`src/rtl/cache_miss_ctrl.sv`:
```
// Miss handler: picks a victim way, optionally writes back a dirty victim,
// fills the line over a req/ack memory port and strobes the metadata store.
module cache_miss_ctrl #(
  parameter int TAG_W = 8,
  parameter int NWAYS = 4
) (
  input  logic                   clk,
  input  logic                   rst,
  input  logic                   req_valid,
  input  logic [NWAYS-1:0]       req_hit,
  input  logic [1:0]             req_index,
  input  logic [TAG_W-1:0]       req_tag,
  output logic                   req_ready,
  input  logic [NWAYS-1:0]       VALID_in,
  input  logic [NWAYS-1:0]       DIRTY_in,
  input  logic [NWAYS-1:0]       PTC_in,
  input  logic [4*NWAYS-1:0]     LRU_in,
  input  logic [NWAYS*TAG_W-1:0] vtag_in,
  output logic [1:0]             meta_index,
  output logic [NWAYS-1:0]       meta_way,
  output logic                   meta_valid,
  output logic                   meta_wb,
  output logic                   meta_ex,
  output logic                   mem_req,
  output logic                   mem_we,
  output logic [TAG_W+1:0]       mem_addr,
  input  logic                   mem_ack,
  output logic                   done,
  output logic [NWAYS-1:0]       done_way
);

  localparam logic [2:0] S_IDLE    = 3'd0;
  localparam logic [2:0] S_VICTIM  = 3'd1;
  localparam logic [2:0] S_WB      = 3'd2;
  localparam logic [2:0] S_WB_DONE = 3'd3;
  localparam logic [2:0] S_FILL    = 3'd4;
  localparam logic [2:0] S_INSTALL = 3'd5;

  logic [2:0]       state_q, state_d;
  logic [1:0]       index_q, index_d;
  logic [TAG_W-1:0] tag_q, tag_d;
  logic [TAG_W-1:0] vtag_q, vtag_d;
  logic [NWAYS-1:0] way_q, way_d;

  logic             inv_found;
  logic [1:0]       inv_idx;
  logic             lru_found;
  logic [1:0]       lru_idx;
  logic [3:0]       lru_best;
  logic             victim_ok;
  logic [1:0]       victim_idx;
  logic             victim_dirty;
  logic [TAG_W-1:0] victim_tag;

  // Invalid ways win outright; otherwise oldest non-pending way, lowest index on ties.
  always_comb begin
    inv_found = 1'b0;
    inv_idx   = 2'd0;
    for (int w = NWAYS - 1; w >= 0; w--) begin
      if (!VALID_in[w]) begin
        inv_found = 1'b1;
        inv_idx   = 2'(w);
      end
    end
    lru_found = 1'b0;
    lru_idx   = 2'd0;
    lru_best  = 4'd0;
    for (int w = 0; w < NWAYS; w++) begin
      if (!PTC_in[w] && (!lru_found || (LRU_in[4*w +: 4] > lru_best))) begin
        lru_found = 1'b1;
        lru_idx   = 2'(w);
        lru_best  = LRU_in[4*w +: 4];
      end
    end
    victim_ok    = inv_found || lru_found;
    victim_idx   = inv_found ? inv_idx : lru_idx;
    victim_dirty = VALID_in[victim_idx] && DIRTY_in[victim_idx];
    victim_tag   = vtag_in[victim_idx*TAG_W +: TAG_W];
  end

  always_comb begin
    state_d = state_q;
    index_d = index_q;
    tag_d   = tag_q;
    vtag_d  = vtag_q;
    way_d   = way_q;
    case (state_q)
      S_IDLE: begin
        if (req_valid && (req_hit == '0)) begin
          index_d = req_index;
          tag_d   = req_tag;
          state_d = S_VICTIM;
        end
      end
      S_VICTIM: begin
        if (victim_ok) begin
          way_d = NWAYS'(1) << victim_idx;
          if (victim_dirty) begin
            vtag_d  = victim_tag;
            state_d = S_WB;
          end else begin
            state_d = S_FILL;
          end
        end
      end
      S_WB:      if (mem_ack) state_d = S_WB_DONE;
      S_WB_DONE: state_d = S_FILL;
      S_FILL:    if (mem_ack) state_d = S_INSTALL;
      S_INSTALL: state_d = S_IDLE;
      default:   state_d = S_IDLE;
    endcase
  end

  always_ff @(posedge clk or negedge rst) begin
    if (!rst) begin
      state_q <= S_IDLE;
      index_q <= '0;
      tag_q   <= '0;
      vtag_q  <= '0;
      way_q   <= '0;
    end else begin
      state_q <= state_d;
      index_q <= index_d;
      tag_q   <= tag_d;
      vtag_q  <= vtag_d;
      way_q   <= way_d;
    end
  end

  // Outputs decode from state so a reset kills mem_req and strobes instantly.
  always_comb begin
    req_ready  = (state_q == S_IDLE);
    mem_req    = (state_q == S_WB) || (state_q == S_FILL);
    mem_we     = (state_q == S_WB);
    meta_valid = (state_q == S_WB_DONE) || (state_q == S_INSTALL);
    meta_wb    = (state_q == S_WB_DONE);
    meta_ex    = (state_q == S_INSTALL);
    done       = (state_q == S_INSTALL);
    done_way   = (state_q == S_INSTALL) ? way_q : '0;
    meta_index = index_q;
    meta_way   = way_q;
    mem_addr   = '0;
    if (state_q == S_WB)   mem_addr = {vtag_q, index_q};
    if (state_q == S_FILL) mem_addr = {tag_q, index_q};
  end

endmodule
```
`config.mk`:
```
export PLATFORM = sky130hd
export DESIGN_NAME = cache_miss_ctrl
export DESIGN_NICKNAME = d
export VERILOG_FILES = /design/src/rtl/cache_miss_ctrl.sv
export SDC_FILE = /design/constraint.sdc
export NUM_CORES = 1
export LEC_CHECK = 0
export CORE_UTILIZATION = 35
export DETAILED_ROUTE_END_ITERATION = 10
export PLACE_DENSITY_LB_ADDON = 0.05
export SYNTH_ARGS = -nofsm -noshare
export SYNTH_HDL_FRONTEND = slang
export SYNTH_SLANG_ARGS = --single-unit
```
`constraint.sdc`:
```
create_clock -name clk -period 6.9 [get_ports clk]
set_input_delay 0.69 -clock clk [delete_from_list [all_inputs] [get_ports clk]]
set_output_delay 0.69 -clock clk [all_outputs]
set_load 0.01 [all_outputs]
```
==> out/qor.txt <==
Worst Hold Path EP: tag_q[7]$_DFFE_PN0P_
Worst R2R Start: state_q[0]$_DFFE_PN0P_
Startpoint Class: primary input
Initial core utilization: 0.362
Drt total wl: 5.07 mm
Post-DP HPWL: 4.15 mm
# diodes: 0
Final Hold Fails: 0
Clock sinks: 25
Syn_nets: 309
Total gr overflow: 0
Power per cell area: 210 nW/um2
DR DRC count: 0
Syn Std Cell Area: 1990 um2
Number of global-route vias before repair: 1756
Fraction of registers with async set/reset: 1.00
TritonCTS clock tree: built
Critical path required time: 7050 ps
Core area: 5510 um2
Worst VDD drop: 0.0971 mV
Post-CTS sizing: 0
Top-count cell post-synth: dfrtp_1
Count of final setup violators: 0
Vias: 1914
Die H: 77.5 um
Final Instance Area: 3120 um2
Cell Area, Placed: 3070 um2
Xor/xnor share of the synthesized area: 0
Hold Path Class: flop to flop
Setup Skew: 7.14 ps
Critical R2R Capture: vtag_q[0]$_DFFE_PN0P_
Post-Synth Simple-Gate Area: 0.210
GRT Total Usage: 0.173
Hold buffers post-CTS: 0
Delay-heaviest family, CP: compound AO/OA/AOI/OAI gates
Die Area: 6000 um2
Hold Startpoint: tag_q[7]$_DFFE_PN0P_
Worst hold stages: 1
Portion of netlist area occupied by mux cells: 0.162
Crit path arrival time: 6590 ps
RSZ-0062 raised after global routing: false
Postcts setup bufs: 0
Status: finished, final reports clean
Crit Path Max Fanout: 9
Synth Area per Inst: 9.11 um2
DR pass1 iterations: 4
Gp weighted congestion: 0.751
Largest family of logic cells by synthesized area: simple AND/OR/NAND/NOR gates
Synth Area in Adders: 0.0753
Pwr Total: 0.656 mW
Synthesized flop and latch total: 25
Synth Warn #: 0
Slew Limit Fails: 0
Final Net Count: 406
Synth top area cells: dfrtp_1, ha_1, mux2_2, mux2_4, nor2b_1
Yosys top cell area share: 0.314
# rows: 27
Max incr delay on CP: 740 ps
Reg2Reg Depth: 4
CP Cell Sequence: clkdlybuf4s50_1, nand2b_1, ha_1, nor2b_1, o211ai_1, a211oi_2, nor2_1, a21oi_1, ha_1, nor2b_1, o211ai_1, a311o_1, o21ai_0, ha_1, nor2b_1, o211ai_1, a311oi_1, o311a_1, nor3b_1, or4_1, mux2_4
Mean number of vias per cell: 4.95
Fmax: 155 MHz
Buffer and inverter count on the worst path: 1
Crit path kind: primary input to flop
Layout cells sized above 1: 0.0889
Worst setup EP type: flop
Worst-skew pair later-pin latency: 260 ps
Layout area overhead: 56.3%
Ports: 105
Initial antenna violation count: 0
Post-synth top area cell: dfrtp_1
First-pass GRT wire length: 8.42 mm
LEAKAGE: 1.30 nW
Reg2Reg Setup Slack: 4210 ps
ANT nets after route: 0
Cell variety after synth: 43
Width of the die: 77.5 um
Most instantiated cells after synthesis: dfrtp_1, nor2_1, a21oi_1
Sequential-to-total area share from yosys stat: 0.314
Port Buffers: 104
Post-synth top flop: dfrtp_1
Pin count of the biggest net entering global routing: 29
Max clock buf depth: 2
Clock transition at path regs: 80 ps
EDFF count, synth: 0
Utilization after layout: 0.566
Root buffer selected by CTS: clkbuf_8
Post-DR wirelength/cell: 13.1 um
Syn Inst Count: 219
TNS Setup: 0 ps
Compound-Gate Fraction of Synth Area: 0.199
Max H-tree Level: 1
CTS buffer count: 3
Slowest stage cell, crit path: or4_1
Iter 0 DRT Violations: 99
Max_cap viols: 0
Max_slew headroom: 0.260
Tightest Pin Transition: 1110 ps
Fin crit share: 0.934
Fin crit period: 6440 ps
## metrics by stage
step,hold slack [ps],worst slack [ps],instances
final,513,458,387
after global routing,532,60.1,387
after CTS,516,497,387
after detailed placement,497,256,383
after floorplan,394,1300,219
after global placement,489,386,383
## worst register-to-register path, delay by kind of cell, from the launching register on
kind	cells	cell delay, ps
AND/OR/NAND/NOR	3	1520
flip-flops	1	660
multiplexers	1	390
## power breakdown
| part | internal (mW) | total, mW | switching, mW | leakage, nW |
|---|---|---|---|---|
| Clock | 0.0412 | 0.0838 | 0.0426 | 0.0228 |
| Sequential | 0.198 | 0.244 | 0.0452 | 0.328 |
| Combinational | 0.201 | 0.329 | 0.128 | 0.953 |
## worst max-delay path by stage
stage / startpoint / to / slack (ps) / cells after the start
after floorplan: PTC_in[0] / vtag_q[0]$_DFFE_PN0P_ / 1300 / 22
after global placement: PTC_in[0] / vtag_q[6]$_DFFE_PN0P_ / 390 / 21
after detailed placement: PTC_in[0] / vtag_q[5]$_DFFE_PN0P_ / 260 / 21
after CTS: PTC_in[0] / vtag_q[0]$_DFFE_PN0P_ / 500 / 21
after global routing: PTC_in[0] / vtag_q[0]$_DFFE_PN0P_ / 60 / 21
final: PTC_in[0] / vtag_q[0]$_DFFE_PN0P_ / 460 / 21
## registers in the layout, summed over array words and instances, names as in the netlist
register,flops
meta_index,2
meta_way,4
vtag_q,8
tag_q,8
state_q,3
## kinds of logic after synthesis
family | Yosys count
multiplexers | 27
AND/OR/NAND/NOR | 80
adder cells (fa/ha/maj) | 12
flip-flops | 25
AO/OA/AOI/OAI | 58
buffers and inverters | 17
## placed cells by master, fill, tap and decap left out, types with 2 or more instances in the layout
cell type | netlist | final
o211ai_1 | 3 | 3
o21ai_0 | 8 | 8
nor2_1 | 22 | 22
nand2_1 | 14 | 14
a311oi_1 | 2 | 2
a22oi_1 | 8 | 8
mux2_4 | 8 | 8
dfrtp_1 | 25 | 25
inv_1 | 3 | 3
clkdlybuf4s50_1 | 0 | 104
a211oi_1 | 9 | 9
clkbuf_8 | 0 | 3
nand4_1 | 4 | 4
and2_1 | 8 | 8
ha_1 | 12 | 12
and3b_1 | 2 | 2
buf_4 | 1 | 2
nor2b_1 | 15 | 15
a21oi_1 | 18 | 18
mux2_2 | 11 | 11
nand2b_1 | 6 | 6
mux2i_1 | 8 | 8
## routing by layer
metal | part of all wire | vias up | global-route usage
met5 | 0 | - | 0
met2 | 0.41 | 74 | 0.255
met3 | 0.064 | 2 | 0.0282
met4 | 0.0045 | 0 | 0.0340
li1 | - | 995 | -
met1 | 0.52 | 843 | 0.263
## area by class of cell
class / count / area (um2)
clock buffers: 4 / 45.0
fillers: 500 / 2390
inverters: 3 / 11.3
multi-input cells: 177 / 1290
flip-flops and latches: 25 / 626
well taps: 72 / 90.1
repair buffers: 106 / 1060
Note: power is estimated with default switching activity, not from simulation.
